**config.mk**
```make
export PLATFORM = sky130hd
export DESIGN_NAME = spi_slave_ram_ctrl
export DESIGN_NICKNAME = d
export VERILOG_FILES = /design/src/rtl/spi_slave_ram_ctrl.sv
export SDC_FILE = /design/constraint.sdc
export NUM_CORES = 1
export LEC_CHECK = 0
export BUFFER_PORTS_ARGS = -buffer_cell sky130_fd_sc_hd__clkbuf_2
export CAP_MARGIN = 20
export CORE_MARGIN = 2
export CORE_UTILIZATION = 37
export DETAILED_ROUTE_END_ITERATION = 16
export SYNTH_ARGS = -nofsm -noshare
export SYNTH_HDL_FRONTEND = slang
export SYNTH_SLANG_ARGS = --single-unit
```
**constraint.sdc**
```tcl
create_clock -name clk -period 1.76 [get_ports clk]
set_input_delay 0.088 -clock clk [delete_from_list [all_inputs] [get_ports clk]]
set_output_delay 0.088 -clock clk [all_outputs]
set_load 0.02 [all_outputs]
```
**src/rtl/spi_slave_ram_ctrl.sv**
```systemverilog
// SPI-slave front end for the single-port command RAM: deserialises command
// frames, strobes them out as rx_data/rx_valid, and serialises read data on MISO.
module spi_slave_ram_ctrl #(
  parameter int DATA_WIDTH  = 8,
  parameter int TX_WAIT_MAX = 4
) (
  input  logic                  clk,
  input  logic                  rst_n,
  input  logic                  ss_n,
  input  logic                  mosi,
  output logic                  miso,
  output logic [DATA_WIDTH+1:0] rx_data,
  output logic                  rx_valid,
  input  logic [DATA_WIDTH-1:0] tx_data,
  input  logic                  tx_valid
);

  localparam int FW = DATA_WIDTH + 2;
  localparam int CW = $clog2(FW + 1);
  localparam int SW = $clog2(((DATA_WIDTH > TX_WAIT_MAX) ? DATA_WIDTH : TX_WAIT_MAX) + 1);

  localparam logic [CW-1:0] LAST_BIT   = CW'(FW - 1);
  localparam logic [CW-1:0] FRAME_DONE = CW'(FW);
  localparam logic [SW-1:0] WAIT_LAST  = SW'(TX_WAIT_MAX - 1);
  localparam logic [SW-1:0] OUT_LAST   = SW'(DATA_WIDTH - 1);

  typedef enum logic [2:0] {IDLE, CHK_CMD, WRITE, READ_ADD, READ_DATA} state_e;
  typedef enum logic [1:0] {SHIFT_IN, WAIT_TX, SHIFT_OUT, DONE} phase_e;

  state_e                state_q;
  phase_e                phase_q;
  logic [CW-1:0]         cnt_q;
  logic [SW-1:0]         sub_q;
  logic [FW-2:0]         shreg_q;
  logic [DATA_WIDTH-2:0] tx_shreg_q;
  logic                  rd_addr_done_q;
  logic                  miso_q;
  logic [FW-1:0]         rx_data_q;
  logic                  rx_valid_q;

  assign miso     = miso_q;
  assign rx_data  = rx_data_q;
  assign rx_valid = rx_valid_q;

  always_ff @(posedge clk) begin
    if (!rst_n) begin
      state_q        <= IDLE;
      phase_q        <= SHIFT_IN;
      cnt_q          <= '0;
      sub_q          <= '0;
      shreg_q        <= '0;
      tx_shreg_q     <= '0;
      rd_addr_done_q <= 1'b0;
      miso_q         <= 1'b0;
      rx_data_q      <= '0;
      rx_valid_q     <= 1'b0;
    end else begin
      rx_valid_q <= 1'b0;
      // Deselect aborts any frame in progress, including on the bit-0 edge.
      if (state_q != IDLE && ss_n) begin
        state_q <= IDLE;
        phase_q <= SHIFT_IN;
        miso_q  <= 1'b0;
        cnt_q   <= '0;
        sub_q   <= '0;
      end else begin
        case (state_q)
          IDLE: begin
            if (!ss_n) begin
              state_q <= CHK_CMD;
              phase_q <= SHIFT_IN;
              cnt_q   <= '0;
            end
          end
          CHK_CMD: begin
            shreg_q <= {shreg_q[FW-3:0], mosi};
            cnt_q   <= CW'(1);
            if (!mosi)               state_q <= WRITE;
            else if (rd_addr_done_q) state_q <= READ_DATA;
            else                     state_q <= READ_ADD;
          end
          WRITE, READ_ADD: begin
            if (cnt_q == LAST_BIT) begin
              rx_data_q  <= {shreg_q, mosi};
              rx_valid_q <= 1'b1;
              cnt_q      <= FRAME_DONE;
              if (state_q == READ_ADD) rd_addr_done_q <= 1'b1;
            end else if (cnt_q != FRAME_DONE) begin
              shreg_q <= {shreg_q[FW-3:0], mosi};
              cnt_q   <= cnt_q + 1'b1;
            end
          end
          READ_DATA: begin
            case (phase_q)
              SHIFT_IN: begin
                if (cnt_q == LAST_BIT) begin
                  rx_data_q  <= {shreg_q, mosi};
                  rx_valid_q <= 1'b1;
                  cnt_q      <= FRAME_DONE;
                  phase_q    <= WAIT_TX;
                  sub_q      <= '0;
                end else begin
                  shreg_q <= {shreg_q[FW-3:0], mosi};
                  cnt_q   <= cnt_q + 1'b1;
                end
              end
              WAIT_TX: begin
                if (tx_valid) begin
                  tx_shreg_q <= tx_data[DATA_WIDTH-2:0];
                  miso_q     <= tx_data[DATA_WIDTH-1];
                  sub_q      <= '0;
                  phase_q    <= SHIFT_OUT;
                end else if (sub_q == WAIT_LAST) begin
                  // Timed out: rd_addr_done stays set so the read can be retried.
                  miso_q  <= 1'b0;
                  phase_q <= DONE;
                end else begin
                  sub_q <= sub_q + 1'b1;
                end
              end
              SHIFT_OUT: begin
                if (sub_q == OUT_LAST) begin
                  miso_q         <= 1'b0;
                  rd_addr_done_q <= 1'b0;
                  phase_q        <= DONE;
                end else begin
                  miso_q     <= tx_shreg_q[DATA_WIDTH-2];
                  tx_shreg_q <= tx_shreg_q << 1;
                  sub_q      <= sub_q + 1'b1;
                end
              end
              default: miso_q <= 1'b0;
            endcase
          end
          default: state_q <= IDLE;
        endcase
      end
    end
  end

endmodule

```
# Word level (Yosys, flattened, before mapping)
# Cells that the tools add are included.
# Widths: inputs -> output; s select.
dict set report totals {
  reg_bits 42
  input_bits 13
  output_inout_bits 12
  wordCells 112
}
dict set report classes {
  addsub 2
  n_eq_ne 29
  n_mux 45
  bitwise_logic 4
  n_reduce_logical 22
}
# cell count
set ops {}
lappend ops {{$mux 4} 9}
lappend ops {{$mux 9} 4}
lappend ops {{$pmux 9 s3} 1}
lappend ops {{$ne 2x2->1 const B} 11}
lappend ops {{$mux 10} 2}
lappend ops {{$pmux 10 s2} 1}
lappend ops {{$reduce_and 6->1} 3}
lappend ops {{$pmux 4 s4} 1}
lappend ops {{$ne 3x3->1 const B} 5}
lappend ops {{$mux 7} 2}
lappend ops {{$pmux 7 s2} 1}
lappend ops {{$pmux 4 s3} 1}
lappend ops {{$mux 2} 5}
lappend ops {{$reduce_and 5->1} 2}
lappend ops {{$mux 1} 9}
lappend ops {{$mux 3} 3}
lappend ops {{$pmux 3 s3} 1}
lappend ops {{$reduce_bool 3->1} 3}
lappend ops {{$add 4x1->4 const B} 2}
lappend ops {{$ne 4x4->1 const B} 2}
lappend ops {{$eq 3x2->1 const B} 2}
lappend ops {{$pmux 2 s3} 1}
lappend ops {{$reduce_and 3->1} 2}
lappend ops {{$reduce_bool 2->1} 3}
lappend ops {{other kinds (21)} 26}

# Logic depth before layout (Yosys ltp)
# Gate-level depths: netlist of run 1.
dict set report logic_depth {
  ltp_word 5
  depth_mapped 7
  depth_no_buf 6
}

# Least setup slack after synthesis of run 1
# Ideal clock, no wire load.
dict set report synth_path {
  kind {register -> register}
  from {register phase_q[1]}
  to {register sub_q[0]}
  setup_ns 0.070
  arrival_ns 1.758
  t_required_ns 1.690
  path_slack_ns -0.068
  path_stages_with_launch 7
  path_buffers 0
  period_less_slack_ns 1.828
  cell_sequence {dfxtp_1 > inv_1 > ha_1 > nor2b_1 > a221o_1 > or4_1 > a21oi_1}
}
dict set report synth_via {
  elab_chain_len 3
  elab_cells_between_ends 9
  cone_classes {eq/ne (5); mux (1); reduce/logical (3)}
}
# item line
set synth_lines {}
lappend synth_lines {{start: declaration} 31} ;# phase_e phase_q;
lappend synth_lines {{start signal: assignment} 48} ;# phase_q <= SHIFT_IN;
lappend synth_lines {{start signal: assignment} 62} ;# phase_q <= SHIFT_IN;
lappend synth_lines {{start signal: assignment} 71} ;# phase_q <= SHIFT_IN;
lappend synth_lines {{$eq 2x1->1 (tied with other cells)} 94} ;# case (phase_q)
lappend synth_lines {{$ne 3x3->1 (no source line) (tied with other cells)} n/a}
lappend synth_lines {{$reduce_and 5->1 (no source line)} n/a}
lappend synth_lines {{end signal: assignment} 118} ;# sub_q <= sub_q + 1'b1;
lappend synth_lines {{end signal: assignment} 129} ;# sub_q <= sub_q + 1'b1;
lappend synth_lines {{end: declaration} 33} ;# logic [SW-1:0] sub_q;
# Several ways; a longest one is shown, not always the timed one.
# A chain may end at the register's enable or synchronous reset.

# Worst setup path in the final report of run 1
dict set report layout_path {
  from {register cnt_q[1]}
  to {register sub_q[0]}
}
dict set report layout_via {
  elab_chain_len 3
}
# item line
set layout_lines {}
lappend layout_lines {{start: declaration} 32} ;# logic [CW-1:0] cnt_q;
lappend layout_lines {{start signal: assignment} 90} ;# cnt_q <= cnt_q + 1'b1;
lappend layout_lines {{start signal: assignment} 104} ;# cnt_q <= cnt_q + 1'b1;
lappend layout_lines {{$eq 4x4->1} 96} ;# if (cnt_q == LAST_BIT) begin
lappend layout_lines {{$ne 2x2->1 (no source line)} n/a}
lappend layout_lines {{$reduce_and 5->1 (no source line)} n/a}
# Every way passes these cells.

==> metrics, run 1 <==
drt wl/cell=13.82 µm; yosys warns=0; Setup Skew=0.005361 ns; CP required=1.99 ns; Final Setup Violations=0; Final Hold Fails=0; DRT antenna net count=0; Slew headroom=0.7325; Die Span X=81.24 µm; CP startpoint kind=flop; share of layout cells above drive strength 1=0.3220; GRT Overall Usage=0.1656; Rows=28; GPL Wtd Cong=0.8525; largest net degree at the start of global routing=17; Synth async-reset ratio=0; Least-Margin Pin Slew=0.4004 ns; non-filler instance count after layout=370; Final Slew Violations=0; area delta synth->final=32.31%; synth top area cells=dfxtp_1 (38%), mux2i_1 (13%), nand2_1 (5.8%); Port-buffer cells=24; Total Nets Final=316; Netlist cell types=44; RSZ-0062 raised after global routing=yes; vias in the first global route=1836; Leak Pwr=1.143 nW; Clock Latency Late Sink=0.30 ns; cell taking the most area after synthesis=dfxtp_1; Max-cap violations=0; cells after synthesis=242; syn nets=264; height of the die=81.24 µm; RR Startpoint=cnt_q[1]; vias after detailed routing=1933; initial antenna violation count=0; core footprint=0.005851 mm²; CP Max Fanout=5; IO Pins=25; Longest Clk Path Bufs=2; Avg Cell Area, Syn=9.120 µm²; Setup TNS=0 ns; placed insts=360; Cell Pwr Density=699.4 mW/mm²; gr ovfl total=0; critical path arrival=1.96 ns; most common cell in the netlist=dfxtp_1; Mapped Area=0.002207 mm²; n_diodes=0; Hold Path Origin=mosi; Hold Path Class=in2reg; Root Driver=clkbuf_8; Setup crit start=cnt_q[1]; status=finished clean; CTS Sinks=42; critical path endpoint category=flop; Crit Path Class=reg2reg; Hold-fix buffers, CTS=0; clock transition at the registers of the reported paths=0.08 ns; # DRC=0; die area=0.006599 mm²; final worst path period share=0.9845; Post-synth EDFFs=0; Tmin final=1.733 ns; first-pass GRT wire length=8631 µm; synth cell count leaders=dfxtp_1 (42), nand2_1 (34), mux2i_1 (28); Synth Flop Type=dfxtp_1; vias per inst=5.224; CTS tree=built; Overall Power=0.002043 W; drt total wl=5115 µm; area share of the largest cell type after synthesis=0.3810; Synth Register Bits=42; cts bufs inserted=5; achievable frequency=577.1 MHz; peak supply drop=0.4401 mV; Seq/Total Area, Yosys=0.3810; Detail Placement HPWL=3640 µm; DR iter-0 viols=71; initial core utilization=0.3772; H-tree depth=2; Initial DRT Pass Iterations=4
cell usage in the layout (no fill, tap or decap), types with 2 or more instances in the layout:
cell type / instances
clkbuf_2: 24
nor3_1: 4
nand2b_1: 5
dfxtp_2: 3
nand2_1: 34
nand3b_1: 3
nor2b_1: 5
o211a_1: 6
bufinv_16: 2
nand3_1: 8
a211oi_1: 6
ha_4: 6
inv_1: 5
o31ai_1: 3
o21a_1: 2
and3b_1: 3
nor3b_1: 4
ha_1: 3
nor2_1: 7
clkbuf_8: 5
nand4_1: 4
o21ai_0: 7
o21bai_1: 2
a22oi_1: 3
dfxtp_1: 38
buf_4: 30
a211oi_2: 3
a21oi_1: 10
buf_6: 4
mux2i_1: 28
flip-flops by register name (all words and copies together) (netlist names), 2 cells and up:
signal	cells
rx_data	10
shreg_q	9
tx_shreg_q	7
cnt_q	4
sub_q	4
state_q	3
phase_q	2
logic make-up after synthesis:
logic type      count (synthesis)  share of synthesized area
compound gates                 53                     0.1808
fa+ha+maj                       9                    0.05102
simple gates                   89                     0.2166
flops                          42                     0.3810
mux                            28                     0.1270
buf+inv                        21                    0.04365
power breakdown:
part	switching (W)	internal (W)	leakage, nW
logic	0.0000897	0.0000691	0.734
clock network	0.000355	0.000569	0.0683
registers	0.00000457	0.000956	0.341
cell type report:
cell class,count,area [µm²]
Fill cell,561,2930
Multi-Input combinational cell,179,1401
Sequential cell,42,848.3
Timing Repair Buffer,59,410.4
Tap cell,75,93.84
Clock buffer,5,68.82
Clock inverter,3,68.82
Inverter,7,28.78
stage by stage:
step | utilization | cell area, µm² | hold WS [ns] | setup WS (ns)
2_1_floorplan | - | 2215 | 0.2481 | -0.06156
3_3_place_gp | 0.4485 | 2624 | 0.4150 | 0.02394
3_5_place_dp | 0.4485 | 2624 | 0.4125 | 0.01111
4_1_cts | 0.4735 | 2770 | 0.08595 | 0.001550
5_1_grt | 0.4991 | 2920 | 0.1143 | -0.05032
6_report | 0.4991 | 2920 | 0.08367 | 0.02733
worst max-delay path, stage by stage, from the launching register on:
cell      delay, ns
dfxtp_2        0.33
inv_1          0.09
ha_4           0.16
nand3b_1       0.10
a221o_1        0.37
or4_1          0.47
a21oi_1        0.15
timing repair:
| item | CTS | global route |
|---|---|---|
| pin swaps | 0 | 2 |
| setup endpoints to repair | 2 | 33 |
| buffers inserted | 0 | 2 |
| resized for setup | 3 | 30 |
metal layers:
metal / share of wire / track usage / up-vias / wire length (µm)
li1: - / - / 983 / -
met3: 0.025 / 0.02667 / 6 / 128
met5: 0 / 0 / - / 0
met4: 0.011 / 0.04915 / 0 / 58
met2: 0.46 / 0.2636 / 29 / 2347
met1: 0.50 / 0.2300 / 915 / 2580
final timing paths:
path                     end  slack, ns  cells after the start
setup reg to reg    sub_q[0]       0.03                      6
hold / removal    state_q[2]       0.08                      3
hold reg to reg   rx_data[0]       0.46                      2
setup / recovery    sub_q[0]       0.03                      6
Note: power is estimated with default switching activity, not from simulation.
==> inputs of run 2 (changes only) <==
--- a/config.mk
+++ b/config.mk
@@ -5,11 +5,13 @@
 export SDC_FILE = /design/constraint.sdc
 export NUM_CORES = 1
 export LEC_CHECK = 0
+export ABC_AREA = 1
 export BUFFER_PORTS_ARGS = -buffer_cell sky130_fd_sc_hd__clkbuf_2
 export CAP_MARGIN = 20
 export CORE_MARGIN = 2
 export CORE_UTILIZATION = 37
 export DETAILED_ROUTE_END_ITERATION = 16
+export PLACE_DENSITY = 0.68
 export SYNTH_ARGS = -nofsm -noshare
 export SYNTH_HDL_FRONTEND = slang
 export SYNTH_SLANG_ARGS = --single-unit
==> run 2 against run 1 <==
Net effect:
- power grew 22%
- design area shrank 11%
- flip-flop and latch count stayed put
- highest routed layer unchanged
- count of clock-buffer cells in the layout stayed put
- die area up 0.86%
- global-route usage shrank 1.2 points
- clock skew increased by 0.0019 ns
- critical path type unchanged
- clock power is 29% lower
- critical path depth rose by 2
==> metrics, run 2 <==
status=finished clean (unchanged); Mapped Area=0.002227 mm² (was 0.002207 mm²); Netlist cell types=29 (was 44); # DRC=0 (unchanged); DR iter-0 viols=118 (was 71); Final Setup Violations=0 (unchanged); Seq/Total Area, Yosys=0.3775 (was 0.3810); Flop pwr share=0.447 (was 0.470); commonest non-fill, non-tap cells in the layout=nor2_1 (78), nand2_1 (72), dfxtp_1 (40) (was dfxtp_1 (38), nand2_1 (34), buf_4 (30)); max reg flops=10 (unchanged); Crit path top cell by count=nor2_1; Port-buffer cells=24 (unchanged); RR Startpoint=phase_q[0] (was cnt_q[1]); final worst path period share=0.8997 (was 0.9845); worst hold margin=0.05492 ns (was 0.08367 ns); Switching Power=0.0009048 W (was 0.0004491 W); Pint=0.001595 W (was 0.001594 W); Rows=28 (unchanged); Setup TNS=0 ns (unchanged); Final Hold Fails=0 (unchanged); Longest Clk Path Bufs=2 (unchanged); cts bufs inserted=5 (unchanged); Total Nets Final=388 (was 316); RSZ-0062 raised after global routing=no (was yes); cell taking the most area after synthesis=dfxtp_1 (unchanged); initial core utilization=0.3784 (was 0.3772); gr ovfl total=0 (unchanged); yosys warns=0 (unchanged); core footprint=0.005886 mm² (was 0.005851 mm²); height of the die=81.59 µm (was 81.24 µm); largest net degree at the start of global routing=28 (was 17); fill cell total of the finished layout=629 (was 561); CP Max Fanout=7 (was 5); vias after detailed routing=2062 (was 1933); area delta synth->final=16.97% (was 32.31%); Final Slew Violations=0 (unchanged); Clock Latency Late Sink=0.31 ns (was 0.30 ns); worst-path cell chain=inv_1, ha_1, nand4_1, nand3_1, nor2_4, buf_4, nor2_1, nor2_1 (was inv_1, ha_4, nand3b_1, a221o_1, or4_1, a21oi_1); Cell Pwr Density=959.5 mW/mm² (was 699.4 mW/mm²); Synth Flop Type=dfxtp_1 (unchanged); Hold Path Class=in2reg (unchanged); Root Driver=clkbuf_8 (unchanged); clock transition at the registers of the reported paths=0.08 ns (about the same); peak supply drop=0.4230 mV (was 0.4401 mV); CP required=2.00 ns (was 1.99 ns); Post-synth EDFFs=0 (unchanged); drt wl/cell=10.81 µm (was 13.82 µm); drt total wl=4778 µm (was 5115 µm); most common cell in the netlist=nor2_1 (was dfxtp_1); IO Pins=25 (unchanged); Area after DPL=0.002471 mm² (was 0.002624 mm²); clock share of power=0.262 (was 0.452); vias per inst=4.665 (was 5.224); H-tree depth=2 (unchanged); initial antenna violation count=0 (unchanged); most common cell after layout, fill and taps aside=nor2_1 (was dfxtp_1); die area=0.006656 mm² (was 0.006599 mm²); critical path arrival=1.83 ns (was 1.96 ns); Synth Register Bits=42 (unchanged); CTS tree=built (unchanged); critical path endpoint category=flop (unchanged); Setup crit start=phase_q[0] (was cnt_q[1]); combinational share of power=0.291 (was 0.078); FF/Latch Area=843.3 µm² (was 848.3 µm²); Initial DRT Pass Iterations=4 (unchanged); Leak Pwr=1.206 nW (was 1.143 nW); cells after synthesis=330 (was 242); Final Instance Area=0.002605 mm² (was 0.002920 mm²); Crit Path Class=reg2reg (unchanged); Setup Skew=0.007297 ns (was 0.005361 ns); syn nets=352 (was 264); first-pass GRT wire length=8010 µm (was 8631 µm); Least-Margin Pin Slew=0.3904 ns (was 0.4004 ns); fin util=0.4426 (was 0.4991); Slew headroom=0.7370 (was 0.7325); achievable frequency=631.5 MHz (was 577.1 MHz); Tmin final=1.583 ns (was 1.733 ns); n_diodes=0 (unchanged); share of layout cells above drive strength 1=0.1853 (was 0.3220); synth top area cells=dfxtp_1 (38%), nor2_1 (13%), nand2_1 (12%) (was dfxtp_1 (38%), mux2i_1 (13%), nand2_1 (5.8%)); Worst path max stage delay=0.36 ns (was 0.47 ns); Hold Path Origin=tx_data[0] (was mosi); GRT Overall Usage=0.1532 (was 0.1656); synth cell count leaders=nor2_1 (78), nand2_1 (72), dfxtp_1 (42) (was dfxtp_1 (42), nand2_1 (34), mux2i_1 (28)); DRT antenna net count=0 (unchanged); sw frac=0.3620 (was 0.2199); area share of the largest cell type after synthesis=0.3775 (was 0.3810); Max-cap violations=0 (unchanged); Crit-path slowest cell=dfxtp_1 (was or4_1); CTS Sinks=42 (unchanged); Synth async-reset ratio=0 (unchanged); CP startpoint kind=flop (unchanged); Detail Placement HPWL=3468 µm (was 3640 µm); Die Span X=81.59 µm (was 81.24 µm); Avg Cell Area, Syn=6.749 µm² (was 9.120 µm²); Multi-input gate area=0.001244 mm² (was 0.001401 mm²); vias in the first global route=1793 (was 1836); GPL Wtd Cong=0.8545 (was 0.8525)
-- run 2: cell types whose count changed after synthesis, sizes merged, moves of 5 or more --
| cell | before | now |
|---|---|---|
| nand2 | 34 | 79 |
| nand3 | 8 | 20 |
| clkbuf | 10 | 2 |
| o211a | 6 | 0 |
| nand3b | 3 | 8 |
| nand2b | 5 | 0 |
| o21ai | 7 | 23 |
| inv | 7 | 34 |
| mux2i | 28 | 0 |
| nor2 | 8 | 86 |
| nor3b | 5 | 0 |
| nor2b | 6 | 0 |
| a211oi | 9 | 0 |
-- run 2: timing repair --
action / 4_1_cts / 5_1_grt
endpoints found under the setup margin: 0 / 14
hold buffers: 0 / 0
setup buffers: 0 / 3
gates resized for setup: 0 / 3
-- run 2: area by class of cell --
cell class | count | area share
Multi-Input combinational cell | 250 | 0.4774
Timing Repair Buffer | 33 | 0.07685
Sequential cell | 42 | 0.3237
Inverter | 34 | 0.04995
Clock inverter | 3 | 0.009606
Tap cell | 75 | 0.03602
Clock buffer | 5 | 0.02642
-- run 2: per-stage QoR --
step	std cells	power [W]	setup slack (ns)
2_1_floorplan	330	0.001673	0.3240
3_3_place_gp	430	0.001828	0.1944
3_5_place_dp	430	0.001840	0.1658
5_1_grt	442	0.002686	0.005427
6_report	442	0.002499	0.1766
4_1_cts	438	0.002495	0.1409
-- run 2: worst max-delay path, delay by kind of cell, from the launching register on --
kind	cells	cell delay [ns]
simple gates	5	0.63
flops	1	0.36
fa+ha+maj	1	0.30
buf+inv	2	0.23
-- run 2: power by group through the flow --
stage / clock network [W] / logic [W] / registers (W)
finish: 0.000655 / 0.000728 / 0.00112
global route: 0.000719 / 0.000836 / 0.00113
floorplan: 0 / 0.000558 / 0.00111
detailed placement: 0 / 0.000705 / 0.00114
global placement: 0 / 0.000693 / 0.00113
CTS: 0.000671 / 0.000710 / 0.00111
-- run 2: routing by layer --
layer	share of wire	track usage	vias to the layer above
li1	-	-	1115
met1	0.50	0.2081	899
met2	0.44	0.2434	42
met3	0.038	0.02967	6
met4	0.015	0.05167	0
met5	0	0	-
-- run 2: cell families after synthesis --
logic type,Yosys count,share of synthesized area
AOI/OAI and AO/OA,37,0.08652
DFF,42,0.3775
buffers and inverters,39,0.07079
and+or+nand+nor,201,0.4067
xor gates and xnor gates,2,0.007867
adders and majority gates,9,0.05056
-- run 2: path summary, 6_finish.rpt --
path                            slack, ns  cells past startpoint             to
worst max-delay path                 0.18                      8  tx_shreg_q[4]
worst min-delay path                 0.05                      3  tx_shreg_q[0]
worst max register to register       0.18                      8  tx_shreg_q[4]
worst min register to register       0.48                      2     shreg_q[8]
